--- config.mk ---
export PLATFORM = sky130hd
export DESIGN_NAME = id_ex_stage
export DESIGN_NICKNAME = d
export VERILOG_FILES = /design/src/rtl/id_ex_stage_pkg.sv /design/src/rtl/id_ex_stage_inst_decoder.sv /design/src/rtl/id_ex_stage.sv
export SDC_FILE = /design/constraint.sdc
export NUM_CORES = 1
export LEC_CHECK = 0
export CAP_MARGIN = 20
export CORE_ASPECT_RATIO = 1.5
export CORE_UTILIZATION = 47
export CTS_CLUSTER_SIZE = 10
export DETAILED_ROUTE_END_ITERATION = 8
export PLACE_DENSITY_LB_ADDON = 0.12
export REMOVE_ABC_BUFFERS = 1
export SYNTH_ARGS = -nofsm -noshare
export SYNTH_HDL_FRONTEND = slang
export SYNTH_HIERARCHICAL = 1
export SYNTH_SLANG_ARGS = --single-unit
--- constraint.sdc ---
create_clock -name clk -period 8.7 [get_ports clk]
set_input_delay 1.74 -clock clk [delete_from_list [all_inputs] [get_ports clk]]
set_output_delay 1.74 -clock clk [all_outputs]
set_load 0.02 [all_outputs]
--- src/rtl/id_ex_stage_pkg.sv ---
// Shared definitions for the ID stage: ALU/branch function codes, writeback
// selects, RV32I opcodes and the decoded-instruction payload.
package id_ex_stage_pkg;

  localparam int unsigned ALU_FN_W = 5;
  localparam int unsigned REG_W    = 5;
  localparam int unsigned INST_W   = 32;

  typedef enum logic [ALU_FN_W-1:0] {
    ALU_X    = 5'd0,
    ALU_ADD  = 5'd1,
    ALU_SUB  = 5'd2,
    ALU_AND  = 5'd3,
    ALU_OR   = 5'd4,
    ALU_XOR  = 5'd5,
    ALU_SLL  = 5'd6,
    ALU_SRL  = 5'd7,
    ALU_SRA  = 5'd8,
    ALU_SLT  = 5'd9,
    ALU_SLTU = 5'd10,
    BR_BEQ   = 5'd11,
    BR_BNE   = 5'd12,
    BR_BLT   = 5'd13,
    BR_BGE   = 5'd14,
    BR_BLTU  = 5'd15,
    BR_BGEU  = 5'd16,
    ALU_JALR = 5'd17
  } alu_fn_e;

  localparam logic [1:0] WB_ALU = 2'd0;
  localparam logic [1:0] WB_MEM = 2'd1;
  localparam logic [1:0] WB_PC4 = 2'd2;

  localparam logic [6:0] OPC_LUI    = 7'b0110111;
  localparam logic [6:0] OPC_AUIPC  = 7'b0010111;
  localparam logic [6:0] OPC_JAL    = 7'b1101111;
  localparam logic [6:0] OPC_JALR   = 7'b1100111;
  localparam logic [6:0] OPC_BRANCH = 7'b1100011;
  localparam logic [6:0] OPC_LOAD   = 7'b0000011;
  localparam logic [6:0] OPC_STORE  = 7'b0100011;
  localparam logic [6:0] OPC_OP_IMM = 7'b0010011;
  localparam logic [6:0] OPC_OP     = 7'b0110011;

  typedef enum logic [1:0] {OP1_RS1, OP1_PC, OP1_ZERO} op1_sel_e;
  typedef enum logic       {OP2_RS2, OP2_IMM}          op2_sel_e;

  typedef struct packed {
    logic [REG_W-1:0]  rs1;
    logic [REG_W-1:0]  rs2;
    logic [REG_W-1:0]  rd;
    logic              rs1_used;
    logic              rs2_used;
    alu_fn_e           alu_fn;
    op1_sel_e          op1_sel;
    op2_sel_e          op2_sel;
    logic [INST_W-1:0] imm;      // op2 immediate
    logic [INST_W-1:0] br_off;   // branch/JAL offset added to pc
    logic              wb_en;
    logic              mem_ren;
    logic              mem_wen;
    logic [1:0]        wb_sel;
    logic [2:0]        mem_size;
    logic              illegal;
  } dec_t;

  // funct3 (+ alternate bit for SUB/SRA) to ALU function
  function automatic alu_fn_e alu_fn_of(input logic [2:0] f3, input logic alt);
    alu_fn_e fn;
    fn = ALU_X;
    case (f3)
      3'b000:  fn = alt ? ALU_SUB : ALU_ADD;
      3'b001:  fn = ALU_SLL;
      3'b010:  fn = ALU_SLT;
      3'b011:  fn = ALU_SLTU;
      3'b100:  fn = ALU_XOR;
      3'b101:  fn = alt ? ALU_SRA : ALU_SRL;
      3'b110:  fn = ALU_OR;
      default: fn = ALU_AND;
    endcase
    return fn;
  endfunction

endpackage

--- src/rtl/id_ex_stage_inst_decoder.sv ---
// Combinational RV32I decoder: register fields, immediates, control, illegal flag.
// Ports: inst (instruction word) -> dec (decoded payload).
module inst_decoder
  import id_ex_stage_pkg::*;
(
  input  logic [INST_W-1:0] inst,
  output dec_t              dec
);

  logic [6:0]        opcode;
  logic [2:0]        f3;
  logic [6:0]        f7;
  logic [INST_W-1:0] imm_i, imm_s, imm_b, imm_u, imm_j, shamt;

  assign opcode = inst[6:0];
  assign f3     = inst[14:12];
  assign f7     = inst[31:25];

  assign imm_i = {{20{inst[31]}}, inst[31:20]};
  assign imm_s = {{20{inst[31]}}, inst[31:25], inst[11:7]};
  assign imm_b = {{19{inst[31]}}, inst[31], inst[7], inst[30:25], inst[11:8], 1'b0};
  assign imm_u = {inst[31:12], 12'b0};
  assign imm_j = {{11{inst[31]}}, inst[31], inst[19:12], inst[20], inst[30:21], 1'b0};
  assign shamt = {27'b0, inst[24:20]};

  always_comb begin
    dec          = '0;
    dec.rs1      = inst[19:15];
    dec.rs2      = inst[24:20];
    dec.rd       = inst[11:7];
    dec.mem_size = f3;
    dec.alu_fn   = ALU_X;
    dec.op1_sel  = OP1_RS1;
    dec.op2_sel  = OP2_RS2;
    dec.wb_sel   = WB_ALU;
    case (opcode)
      OPC_OP: begin
        dec.rs1_used = 1'b1;
        dec.rs2_used = 1'b1;
        dec.wb_en    = 1'b1;
        if (f7 == 7'b0000000 || (f7 == 7'b0100000 && (f3 == 3'b000 || f3 == 3'b101)))
          dec.alu_fn = alu_fn_of(f3, f7[5]);
        else
          dec.illegal = 1'b1;
      end
      OPC_OP_IMM: begin
        dec.rs1_used = 1'b1;
        dec.wb_en    = 1'b1;
        dec.op2_sel  = OP2_IMM;
        dec.imm      = imm_i;
        // Only SRAI uses bit 30 as a function select; ADDI etc. treat it as immediate
        dec.alu_fn   = alu_fn_of(f3, (f3 == 3'b101) && f7[5]);
        if (f3 == 3'b001) begin
          dec.imm = shamt;
          if (f7 != 7'b0000000) dec.illegal = 1'b1;
        end else if (f3 == 3'b101) begin
          dec.imm = shamt;
          if (f7 != 7'b0000000 && f7 != 7'b0100000) dec.illegal = 1'b1;
        end
      end
      OPC_LUI: begin
        dec.wb_en   = 1'b1;
        dec.op1_sel = OP1_ZERO;
        dec.op2_sel = OP2_IMM;
        dec.imm     = imm_u;
        dec.alu_fn  = ALU_ADD;
      end
      OPC_AUIPC: begin
        dec.wb_en   = 1'b1;
        dec.op1_sel = OP1_PC;
        dec.op2_sel = OP2_IMM;
        dec.imm     = imm_u;
        dec.alu_fn  = ALU_ADD;
      end
      OPC_JAL: begin
        dec.wb_en   = 1'b1;
        dec.wb_sel  = WB_PC4;
        dec.op1_sel = OP1_PC;
        dec.op2_sel = OP2_IMM;
        dec.imm     = imm_j;
        dec.br_off  = imm_j;
      end
      OPC_JALR: begin
        dec.rs1_used = 1'b1;
        dec.wb_en    = 1'b1;
        dec.wb_sel   = WB_PC4;
        dec.op2_sel  = OP2_IMM;
        dec.imm      = imm_i;
        dec.alu_fn   = ALU_JALR;
        if (f3 != 3'b000) dec.illegal = 1'b1;
      end
      OPC_BRANCH: begin
        dec.rs1_used = 1'b1;
        dec.rs2_used = 1'b1;
        dec.br_off   = imm_b;
        case (f3)
          3'b000:  dec.alu_fn = BR_BEQ;
          3'b001:  dec.alu_fn = BR_BNE;
          3'b100:  dec.alu_fn = BR_BLT;
          3'b101:  dec.alu_fn = BR_BGE;
          3'b110:  dec.alu_fn = BR_BLTU;
          3'b111:  dec.alu_fn = BR_BGEU;
          default: dec.illegal = 1'b1;
        endcase
      end
      OPC_LOAD: begin
        dec.rs1_used = 1'b1;
        dec.wb_en    = 1'b1;
        dec.mem_ren  = 1'b1;
        dec.wb_sel   = WB_MEM;
        dec.op2_sel  = OP2_IMM;
        dec.imm      = imm_i;
        dec.alu_fn   = ALU_ADD;
        if (f3 == 3'b011 || f3 == 3'b110 || f3 == 3'b111) dec.illegal = 1'b1;
      end
      OPC_STORE: begin
        dec.rs1_used = 1'b1;
        dec.rs2_used = 1'b1;
        dec.mem_wen  = 1'b1;
        dec.op2_sel  = OP2_IMM;
        dec.imm      = imm_s;
        dec.alu_fn   = ALU_ADD;
        if (f3[2] || f3 == 3'b011) dec.illegal = 1'b1;
      end
      default: dec.illegal = 1'b1;
    endcase
    // Illegal instructions must have no side effects and no interlock
    if (dec.illegal) begin
      dec.wb_en    = 1'b0;
      dec.mem_ren  = 1'b0;
      dec.mem_wen  = 1'b0;
      dec.alu_fn   = ALU_X;
      dec.rs1_used = 1'b0;
      dec.rs2_used = 1'b0;
    end
    if (dec.rd == 5'd0) dec.wb_en = 1'b0;
  end

endmodule

--- src/rtl/id_ex_stage.sv ---
// Decode stage plus ID/EX pipeline register: decode, operand forwarding,
// load-use interlock and the registered EX-stage control/operands.
// Ports: clk/rst; IF handshake (if_*, id_ready); register file read (rf_*);
// EX/MEM bypass (fwd_*); ex_stall/flush; registered EX outputs (ex_*).
module id_ex_stage
  import id_ex_stage_pkg::*;
#(
  parameter int unsigned     XLEN     = 32,
  parameter logic [XLEN-1:0] RESET_PC = '0
) (
  input  logic                clk,
  input  logic                rst,
  input  logic                if_valid,
  input  logic [INST_W-1:0]   if_inst,
  input  logic [XLEN-1:0]     if_pc,
  output logic                id_ready,
  output logic [REG_W-1:0]    rf_rs1_addr,
  output logic [REG_W-1:0]    rf_rs2_addr,
  input  logic [XLEN-1:0]     rf_rs1_data,
  input  logic [XLEN-1:0]     rf_rs2_data,
  input  logic                fwd_ex_en,
  input  logic [REG_W-1:0]    fwd_ex_rd,
  input  logic [XLEN-1:0]     fwd_ex_data,
  input  logic                fwd_mem_en,
  input  logic [REG_W-1:0]    fwd_mem_rd,
  input  logic [XLEN-1:0]     fwd_mem_data,
  input  logic                ex_stall,
  input  logic                flush,
  output logic                ex_valid,
  output logic [ALU_FN_W-1:0] ex_alu_fn,
  output logic [XLEN-1:0]     ex_op1,
  output logic [XLEN-1:0]     ex_op2,
  output logic [XLEN-1:0]     ex_store_data,
  output logic [XLEN-1:0]     ex_br_target,
  output logic [XLEN-1:0]     ex_pc,
  output logic [REG_W-1:0]    ex_rd,
  output logic                ex_wb_en,
  output logic                ex_mem_ren,
  output logic                ex_mem_wen,
  output logic [1:0]          ex_wb_sel,
  output logic [2:0]          ex_mem_size,
  output logic                ex_illegal
);

  dec_t            dec;
  logic [XLEN-1:0] rs1_val, rs2_val, op1, op2, imm, br_target;
  logic            hazard;

  inst_decoder u_dec (
    .inst (if_inst),
    .dec  (dec)
  );

  assign rf_rs1_addr = dec.rs1;
  assign rf_rs2_addr = dec.rs2;

  // Operand bypass: x0 is constant, EX result is youngest, then MEM, then RF
  always_comb begin
    rs1_val = rf_rs1_data;
    if (dec.rs1 == 5'd0)                          rs1_val = '0;
    else if (fwd_ex_en && fwd_ex_rd == dec.rs1)   rs1_val = fwd_ex_data;
    else if (fwd_mem_en && fwd_mem_rd == dec.rs1) rs1_val = fwd_mem_data;
  end

  always_comb begin
    rs2_val = rf_rs2_data;
    if (dec.rs2 == 5'd0)                          rs2_val = '0;
    else if (fwd_ex_en && fwd_ex_rd == dec.rs2)   rs2_val = fwd_ex_data;
    else if (fwd_mem_en && fwd_mem_rd == dec.rs2) rs2_val = fwd_mem_data;
  end

  assign imm       = XLEN'($signed(dec.imm));
  assign br_target = if_pc + XLEN'($signed(dec.br_off));

  always_comb begin
    op1 = rs1_val;
    case (dec.op1_sel)
      OP1_PC:   op1 = if_pc;
      OP1_ZERO: op1 = '0;
      default:  op1 = rs1_val;
    endcase
    op2 = (dec.op2_sel == OP2_IMM) ? imm : rs2_val;
  end

  // Load result is not available until MEM; hold the consumer for one cycle
  assign hazard = ex_valid && ex_mem_ren && (ex_rd != 5'd0) &&
                  ((dec.rs1_used && dec.rs1 == ex_rd) ||
                   (dec.rs2_used && dec.rs2 == ex_rd));

  assign id_ready = !hazard && !ex_stall;

  // ID/EX register: flush > stall > bubble > capture
  always_ff @(posedge clk or posedge rst) begin
    if (rst) begin
      ex_valid      <= 1'b0;
      ex_alu_fn     <= ALU_X;
      ex_op1        <= '0;
      ex_op2        <= '0;
      ex_store_data <= '0;
      ex_br_target  <= '0;
      ex_pc         <= RESET_PC;
      ex_rd         <= '0;
      ex_wb_en      <= 1'b0;
      ex_mem_ren    <= 1'b0;
      ex_mem_wen    <= 1'b0;
      ex_wb_sel     <= WB_ALU;
      ex_mem_size   <= '0;
      ex_illegal    <= 1'b0;
    end else if (flush || (!ex_stall && (hazard || !if_valid))) begin
      ex_valid   <= 1'b0;
      ex_wb_en   <= 1'b0;
      ex_mem_ren <= 1'b0;
      ex_mem_wen <= 1'b0;
      ex_illegal <= 1'b0;
    end else if (!ex_stall) begin
      ex_valid      <= 1'b1;
      ex_alu_fn     <= dec.alu_fn;
      ex_op1        <= op1;
      ex_op2        <= op2;
      ex_store_data <= rs2_val;
      ex_br_target  <= br_target;
      ex_pc         <= if_pc;
      ex_rd         <= dec.rd;
      ex_wb_en      <= dec.wb_en;
      ex_mem_ren    <= dec.mem_ren;
      ex_mem_wen    <= dec.mem_wen;
      ex_wb_sel     <= dec.wb_sel;
      ex_mem_size   <= dec.mem_size;
      ex_illegal    <= dec.illegal;
    end
  end

endmodule

After elaboration in Yosys (flattened, before gate mapping) --
Index checks and enable logic that the tools add are counted.
Storage, ports and cells: memories 0, latch bits 0, bits of input ports 209, bits in read-only memories 0, bits in registers 180, memory bits (writable) 0
Cells by class: multiply operators 0, $add $sub $neg 1, $lt $le $gt $ge 0, multiplexer cells 51, bitwise operators 2, shift-type cells 0, div/mod/pow operators 0, eq/ne operators 27, reduce and logical (&&, ||, !) cells 44
Operators by type and width (count):
- 32-bit two-way mux | 9
- 33-bit case mux with 5 select lines | 1
- 32-bit case mux with 2 select lines | 2
- 5-bit case mux with 7 select lines | 2
- 32-bit adder | 1
- 5-bit equality test | 6
- 5-bit case mux with 6 select lines | 1
- 7-bit by 6-bit equality test with 1-bit output, second input constant | 4
- 1-bit two-way mux | 25
- 5-bit case mux with 5 select lines | 1
- 7-bit equality test, second input constant | 3
- 5-bit logical NOT | 3
- 7-bit by 5-bit equality test with 1-bit output, second input constant | 2
- 1-bit logical AND | 14
- 3-bit equality test, second input constant | 4
- 6-bit OR reduction | 2
- 1-bit logical OR | 8
- 4-bit two-way mux | 2
- 2-bit case mux with 2 select lines | 2
- 2-bit OR reduction | 4
- 7-bit by 2-bit equality test with 1-bit output, second input constant | 1
- 7-bit logical NOT | 1
- 7-bit two-way mux | 1
- 7-bit by 6-bit != test with 1-bit output, second input constant | 1
- other kinds (19) | 25

Logic depth before layout (Yosys ltp) --
Gate-level depths: netlist (run 1).
depth after elaboration 15, depth in mapped cells 15

Hierarchy --
Netlist (run 1), hierarchy kept.
By module, submodules not included:
- id_ex_stage | sequential area each 4504.3 µm², area each 10684.0 µm², cells each 1218, times used 1
- inst_decoder | sequential area each 0.0 µm², area each 1406.3 µm², cells each 217, times used 1

Worst setup path after synthesis (run 1) --
No wires, ideal clock.
path type input -> register, from input port if_inst[4], to register ex_br_target[30], stages 14, data arrival time 5088 ps, buffers on the path 3, setup slack 3544 ps, path through buf_2 nand3b_4 or4_1 clkbuf_1 a21oi_1 buf_4 ha_1 a21o_1 a21o_1 a21o_1 a211oi_1 o21bai_1 or4_1 nand3_1
RTL lines:
- from (decl) | line id_ex_stage.sv:14 | input logic [INST_W-1:0] if_inst,
- to (signal assigned) | line id_ex_stage.sv:121 | ex_br_target <= br_target;
- to (decl) | line id_ex_stage.sv:34 | output logic [XLEN-1:0] ex_br_target,

==> results of run 1 <==
[final cells by class]
| type | count | area (sq um) | share of cell area |
|---|---|---|---|
| Clock buffer | 20 | 447 | 0.0269 |
| Multi-Input combinational cell | 1105 | 6900 | 0.416 |
| Inverter | 18 | 75.1 | 0.00453 |
| Clock inverter | 10 | 126 | 0.00762 |
| Sequential cell | 180 | 4500 | 0.272 |
| Timing Repair Buffer | 415 | 4130 | 0.249 |
| Tap cell | 328 | 410 | 0.0247 |
[cells by family after synthesis]
| logic type | count (synthesis) | share of synthesized area |
|---|---|---|
| compound gates | 434 | 0.250 |
| buf+inv | 150 | 0.0610 |
| fa+ha+maj | 33 | 0.0348 |
| simple gates | 517 | 0.187 |
| flops | 180 | 0.373 |
| mux | 67 | 0.0557 |
| other cells | 1 | 0.000310 |
| xor+xnor | 53 | 0.0384 |
[path summary, 6_finish.rpt]
| path | slack (ns) | end | startpoint |
|---|---|---|---|
| setup / recovery | 1.91 | id_ready | if_inst[12] |
| hold / removal | 0.47 | ex_pc[8] | ex_pc[8] |
| setup reg to reg | 5.09 | ex_store_data[31] | ex_rd[0] |
| hold reg to reg | 0.47 | ex_pc[8] | ex_pc[8] |
| max in group asynchronous | 5.36 | ex_op1[9] | rst |
| min in group asynchronous | 1.85 | ex_pc[5] | rst |
[per-stage QoR]
step	instance area [sq um]	utilization	setup WS (ns)	instances
finish	16600	0.660	1.91	2076
global route	16600	0.660	1.69	2076
CTS	16600	0.660	1.96	2076
detailed placement	16000	0.637	1.96	2046
global placement	16000	0.637	2.04	2046
floorplan	11400	-	0.0741	1303
[power by group through the flow]
stage	clock [uW]	sequential, uW	combinational (uW)
detailed placement	0	1070	937
global route	813	1070	997
finish	774	1050	941
global placement	0	1060	927
CTS	785	1050	941
floorplan	0	1230	239
[synth_stat cells (15+ instances only)]
cell type / n / area, sq um
o21ai_0: 68 / 340
clkbuf_1: 66 / 248
a2111oi_0: 65 / 569
ha_1: 32 / 400
nor2_1: 158 / 593
a21o_1: 71 / 533
xor2_1: 34 / 298
mux2i_1: 65 / 651
a221oi_1: 33 / 289
nor3_1: 15 / 75.1
a21oi_1: 103 / 515
nand3_1: 20 / 100
dfrtp_1: 180 / 4500
inv_1: 17 / 63.8
xnor2_1: 19 / 166
buf_4: 33 / 248
buf_2: 21 / 105
nand2_1: 242 / 908
[critical path, delay by kind of cell]
kind                   cells  cell delay (ns)
AO/OA/AOI/OAI              2             0.43
buffers and inverters      2             1.43
AND/OR/NAND/NOR            6             1.42
[state kept, by name, indices dropped and copies added (netlist names)]
name and flops:
ex_br_target 32, ex_wb_sel 2, ex_mem_wen 1, ex_rd 5, ex_op1 32, ex_op2 32, ex_wb_en 1, ex_mem_size 3
ex_mem_ren 1, ex_illegal 1, ex_pc 32, ex_valid 1, ex_alu_fn 5, ex_store_data 32
[per-layer routing]
layer / global-route usage / part of all wire / vias up
met5: 0 / 0 / -
met4: 0.237 / 0.067 / 0
met3: 0.0652 / 0.064 / 109
met2: 0.648 / 0.50 / 557
met1: 0.419 / 0.37 / 5966
li1: - / - / 5752
==> results.txt, run 1 <==
I/O pin count: 400
clock network fraction of total power: 0.279
first-pass iteration count of the detailed router: 5
commonest cells after routing, fill and taps aside: 399 x clkdlybuf4s50_1, 242 x nand2_1, 180 x dfrtp_1
antenna violations before repair: 0
# Post-CTS Setup Buffers: 0
Max Cap Violations: 0
Cell Int Power: 1840 uW
Root Driver: clkbuf_16
Worst-Margin Slew: 1.14 ns
Pins Over Slew Limit: 0
via/cell ratio: 5.97
via count of the routed design: 12384
RSZ-0062 raised after global routing: false
hold depth: 2
largest net degree at the start of global routing: 184
Die W: 133 um
Mapped Area: 0.0121 sq mm
Post-synth EDFFs: 0
CP max stage delay: 0.87 ns
vias in the first global route: 12299
WP data required: 6.96 ns
input/output buffers: 399
fin crit share: 0.781
CTS max path bufs: 2
first-pass GRT wire length: 73.0 mm
Initial Utilization: 0.481
total core area: 0.0251 sq mm
setup TNS: 0 ns
IR drop worst, VDD: 153 uV
crit-path cells: clkdlybuf4s50_1 -> or2_2 -> nand3_1 -> o22ai_1 -> and2_1 -> nor4_1 -> nand3_1 -> a21oi_2 -> nor2_1 -> clkdlybuf4s50_1
post-route ant nets: 0
CTS tree: done
Net Sw Frac: 0.337
GR Overflow Total: 0
worst path arrival time: 5.05 ns
status: completed
Fin Clk Skew: 0.00970 ns
fillers: 2207
dpl hpwl: 36.4 mm
sequential power share: 0.381
Die ar.: 0.0264 sq mm
TritonCTS Buffers: 17
final hold vios: 0
row cnt: 71
total track usage: 0.372
post-synthesis sequential area ratio: 0.373
GPL Wtd Cong: 0.960
# setup viols final: 0
combinational share of power: 0.340
DIE HEIGHT: 198 um
Final Power: 2770 uW
Final min period: 6.79 ns
Slew HR: 0.243
# resized after CTS: 0
commonest non-fill, non-tap cell in the layout: clkdlybuf4s50_1
CP max FO: 20
synthesis-stage register bit count: 180
Worst Hold Margin: 0.473 ns
hold_buf cts: 0
DRT iter0 DRCs: 959
ys flop type: dfrtp_1
CTS sink cnt: 180
synth warn: 6
layout cells sized above 1: 0.0435
Routed WL: 48.7 mm
fin nets: 1979
diode count: 0
wire length per cell: 23.5 um
CP Launch Type: primary input
CTS clock-pin slew for the worst setup and hold paths: 0.06 ns
P_leak: 0.00725 uW
Avg Cell Area, Syn: 8.43 sq um
crit path kind: primary input to primary output
maximum operating frequency: 0.147 GHz
switching pwr: 932 uW
# DRC: 0
number of distinct library cells after synthesis: 78
pwr/cell area: 167 mW/mm^2
htree depth: 4
synthesized instance count: 1435
CP endpoint kind: primary output
worst min-delay path category: flip-flop to flip-flop
worst skew pair latency: 0.44 ns
CP max-delay cell: clkdlybuf4s50_1
r2r worst-path depth: 8
area delta synth->final: 37.2%
Async SR Flop Fraction: 1.00
(Power assumes the default switching activity.)
==> run 2, diff against run 1 <==
- clock period: 8.7 -> 6.5 ns (I/O delays scaled with it)
==> run 2 against run 1 <==
Combinational power rose by 35%. Final cell count increased by 1.1%. Wire length increased by 2.7%. Design area is 1.3% higher. Clock-buffer cell count down 1. Worst setup slack got worse by 0.96 ns. Global-route usage up 0.89 points. Clock power rose by 43%. Hold slack better by 0.0043 ns. Non-clock buffer count rose by 20.
==> results.txt, run 2 (synthesized netlist as in run 1, its figures left out) <==
via count of the routed design: 12633
GPL Wtd Cong: 0.970
crit path kind: primary input to primary output
# setup viols final: 0
total track usage: 0.381
RSZ-0062 raised after global routing: false
TritonCTS Buffers: 17
# resized after CTS: 0
worst min-delay path category: flip-flop to flip-flop
Worst Hold Margin: 0.477 ns
commonest non-fill, non-tap cell in the layout: clkdlybuf4s50_1
fin nets: 1999
first-pass GRT wire length: 74.5 mm
pwr/cell area: 226 mW/mm^2
Routed WL: 50.0 mm
largest net degree at the start of global routing: 81
antenna violations before repair: 0
worst reg-to-reg setup slack: 3.09 ns
Fin Clk Skew: 0.00941 ns
CTS tree: done
WP data required: 5.20 ns
worst skew pair latency: 0.45 ns
CTS clock-pin slew for the worst setup and hold paths: 0.07 ns
# DRC: 0
worst path arrival time: 4.25 ns
fin crit share: 0.853
htree depth: 4
vias in the first global route: 12535
Root Driver: clkbuf_16
maximum operating frequency: 0.180 GHz
final hold vios: 0
Initial Utilization: 0.481
hold_buf cts: 0
P_leak: 0.00739 uW
Pins Over Slew Limit: 0
Core Util, Final: 0.668
DP Worst Slack: 0.983 ns
GR Overflow Total: 0
post-route ant nets: 0
Worst-Margin Slew: 1.08 ns
commonest cells after routing, fill and taps aside: 399 x clkdlybuf4s50_1, 242 x nand2_1, 180 x dfrtp_1
status: completed
first-pass iteration count of the detailed router: 5
r2r worst-path depth: 8
CP max FO: 11
CP endpoint kind: primary output
area delta synth->final: 38.9%
Max Cap Violations: 0
Die ar.: 0.0264 sq mm
input/output buffers: 399
I/O pin count: 400
setup TNS: 0 ns
IR drop worst, VDD: 191 uV
CTS max path bufs: 2
layout cells sized above 1: 0.0565
# Post-CTS Setup Buffers: 0
Die W: 133 um
Final min period: 5.55 ns
row cnt: 71
DRT iter0 DRCs: 933
wire length per cell: 23.8 um
DIE HEIGHT: 198 um
dpl hpwl: 38.3 mm
hold depth: 1
via/cell ratio: 6.02
CP Launch Type: primary input
PnR worst setup slack: 0.953 ns
total core area: 0.0251 sq mm
CTS sink cnt: 180
Slew HR: 0.282
run 2: power breakdown:
| group | switching [uW] | internal [uW] |
|---|---|---|
| clock | 480 | 632 |
| combinational | 686 | 589 |
| sequential | 115 | 1300 |
| total | 1280 | 2520 |
run 2: worst paths after layout:
path                             startpoint           endpoint
max                             if_inst[13]           id_ready
min                        ex_store_data[8]   ex_store_data[8]
max reg2reg                        ex_rd[0]  ex_store_data[18]
min reg2reg                ex_store_data[8]   ex_store_data[8]
max in group asynchronous               rst         ex_op2[20]
min in group asynchronous               rst           ex_pc[0]
run 2: worst max-delay path: stages:
cell and delay [ns]:
clkdlybuf4s50_1 0.72, nor2_1 0.30, a221o_1 0.24, o22ai_1 0.08, and2_1 0.25, nor4_1 0.24
nand3_1 0.12, a21oi_2 0.35, nor2_1 0.07, clkdlybuf4s50_1 0.56
run 2: final cells by class:
class                      instances  area (sq um)
antenna                            1          2.50
clock buffer                      19           453
clock inverter                    13           168
fill                            2110          8340
inverter                          18          75.1
multi-input combinational       1105          6900
sequential                       180          4500
tap                              328           410
timing repair buffer             435          4290
run 2: through the flow:
| step | power [uW] | cell area [sq um] | std cells |
|---|---|---|---|
| 6_report | 3800 | 16800 | 2099 |
| 5_1_grt | 3940 | 16800 | 2098 |
| 4_1_cts | 3810 | 16800 | 2098 |
| 3_3_place_gp | 2670 | 16200 | 2066 |
| 3_5_place_dp | 2700 | 16200 | 2066 |
| 2_1_floorplan | 1960 | 11400 | 1303 |
run 2: layer usage:
| metal | global-route usage | wire (um) |
|---|---|---|
| met1 | 0.415 | 17700 |
| met3 | 0.0742 | 3570 |
| met5 | 0 | 0 |
| met4 | 0.249 | 3470 |
| met2 | 0.672 | 25300 |
==> run 3, diff against run 2 <==
- GPL_TIMING_DRIVEN: default -> 0
- clock period: 6.5 -> 6.15 ns (I/O delays scaled with it)
==> run 3 against run 2 <==
Clock skew increased by 0.0013 ns. Total power is 2.9% higher. Critical path type unchanged. Die area unchanged. First-iteration DRC count decreased by 5.7%. Non-clock buffer count shrank 17. Worst setup slack worse by 0.60 ns. Global-route usage down 2.9 points. Critical path depth stayed put. Register-to-register slack got worse by 0.32 ns. Clock power hardly changed. Hold slack got worse by 0.0016 ns. Core utilization is 0.10 points higher.
==> results.txt, run 3 (synthesized netlist as in run 1, its figures left out) <==
status: completed
area delta synth->final: 39.1%
CP max stage delay: 0.83 ns
vias in the first global route: 12005
worst skew pair latency: 0.45 ns
via/cell ratio: 5.90
CP endpoint kind: primary output
fin nets: 1982
GPL Wtd Cong: 0.917
CP max-delay cell: clkdlybuf4s50_1
cell family with most CP delay: simple AND/OR/NAND/NOR gates
CTS max path bufs: 2
crit path buf inv count: 2
hold_buf cts: 0
total core area: 0.0251 sq mm
CTS tree: done
TritonCTS Buffers: 17
# resized after CTS: 0
antenna violations before repair: 2
Worst-Margin Slew: 1.10 ns
Core Util, Final: 0.669
post-route ant nets: 0
worst path arrival time: 4.57 ns
Final Power: 3910 uW
fillers: 2193
P_leak: 0.00735 uW
# Post-CTS Setup Buffers: 0
first-pass iteration count of the detailed router: 5
maximum operating frequency: 0.172 GHz
WP data required: 4.92 ns
wire length per cell: 22.1 um
fin crit share: 0.943
DRT iter0 DRCs: 880
Final min period: 5.80 ns
Pins Over Slew Limit: 0
DIE HEIGHT: 198 um
Max Cap Violations: 0
Initial Utilization: 0.481
crit-path cells: clkdlybuf4s50_1 -> or2_2 -> nand3_1 -> o22ai_1 -> and2_1 -> nor4_1 -> nand3_1 -> a21oi_2 -> nor2_1 -> clkdlybuf4s50_1
Routed WL: 46.0 mm
input/output buffers: 399
htree depth: 4
IR drop worst, VDD: 206 uV
total track usage: 0.351
CP max FO: 20
final hold vios: 0
Fin Clk Skew: 0.0107 ns
largest net degree at the start of global routing: 122
# DRC: 0
Slew HR: 0.262
first-pass GRT wire length: 69.9 mm
CTS sink cnt: 180
Root Driver: clkbuf_16
dpl hpwl: 35.0 mm
commonest non-fill, non-tap cell in the layout: clkdlybuf4s50_1
row cnt: 71
layout cells sized above 1: 0.0462
I/O pin count: 400
CP startpoint: if_inst[12]
crit path kind: primary input to primary output
pwr/cell area: 233 mW/mm^2
Die W: 133 um
commonest cells after routing, fill and taps aside: 399 x clkdlybuf4s50_1, 242 x nand2_1, 180 x dfrtp_1
via count of the routed design: 12280
# setup viols final: 0
min-delay src: ex_alu_fn[2]
GR Overflow Total: 0
RSZ-0062 raised after global routing: false
Reg2Reg Launch Point: ex_rd[3]
CTS clock-pin slew for the worst setup and hold paths: 0.07 ns
Die ar.: 0.0264 sq mm
CP Launch Type: primary input
worst min-delay path category: flip-flop to flip-flop
[run 3: report_power, final]
| group | total, uW | switching [uW] | internal [uW] | leakage, uW |
|---|---|---|---|---|
| Combinational | 1330 | 704 | 623 | 0.00485 |
| Clock | 1100 | 502 | 595 | 0.000279 |
| Sequential | 1490 | 113 | 1370 | 0.00222 |
| Total | 3910 | 1320 | 2590 | 0.00735 |
[run 3: metrics by stage]
stage | hold WS [ns] | cell area [sq um] | setup WS [ns] | std cells | setup TNS, ns
3_5_place_dp | 0.463 | 16200 | 0.101 | 2048 | 0
6_report | 0.476 | 16800 | 0.351 | 2083 | 0
2_1_floorplan | 0.589 | 11400 | -1.97 | 1303 | -141.32
5_1_grt | 0.497 | 16800 | 0.188 | 2083 | 0
3_3_place_gp | 0.458 | 15800 | -6.83 | 2030 | -1096.05
4_1_cts | 0.480 | 16800 | 0.382 | 2080 | 0
[run 3: worst reg2reg max path: stages (launching register included)]
cell	delay (ns)
dfrtp_1	0.45
xor2_1	0.17
nor4_1	0.34
nand3_1	0.14
a21oi_2	0.41
or3_4	0.41
buf_16	0.30
buf_16	0.32
buf_16	0.34
a2111oi_0	0.20
a21o_1	0.22
[run 3: cell type report]
cell class / count / area, sq um / area share
multi-input cells: 1105 / 6900 / 0.410
inverters: 18 / 75.1 / 0.00446
clock inverters: 10 / 97.6 / 0.00580
diodes: 2 / 5.00 / 0.000298
well taps: 328 / 410 / 0.0244
clock buffers: 22 / 474 / 0.0282
flip-flops and latches: 180 / 4500 / 0.268
repair buffers: 418 / 4360 / 0.259
[run 3: layer usage]
| layer | up-vias | routed length, um | track usage |
|---|---|---|---|
| met5 | - | 0 | 0 |
| met2 | 518 | 23100 | 0.614 |
| met4 | 0 | 2440 | 0.189 |
| met3 | 98 | 3040 | 0.0640 |
| li1 | 5767 | - | - |
| met1 | 5897 | 17400 | 0.406 |
[run 3: final timing paths]
check	slack [ns]	depth (start not counted)	end
worst max-delay path	0.35	10	id_ready
worst min-delay path	0.48	2	ex_alu_fn[2]
worst max register to register	2.77	10	ex_store_data[13]
worst min register to register	0.48	2	ex_alu_fn[2]
max in group asynchronous	3.92	3	ex_op1[22]
min in group asynchronous	1.22	2	ex_pc[1]
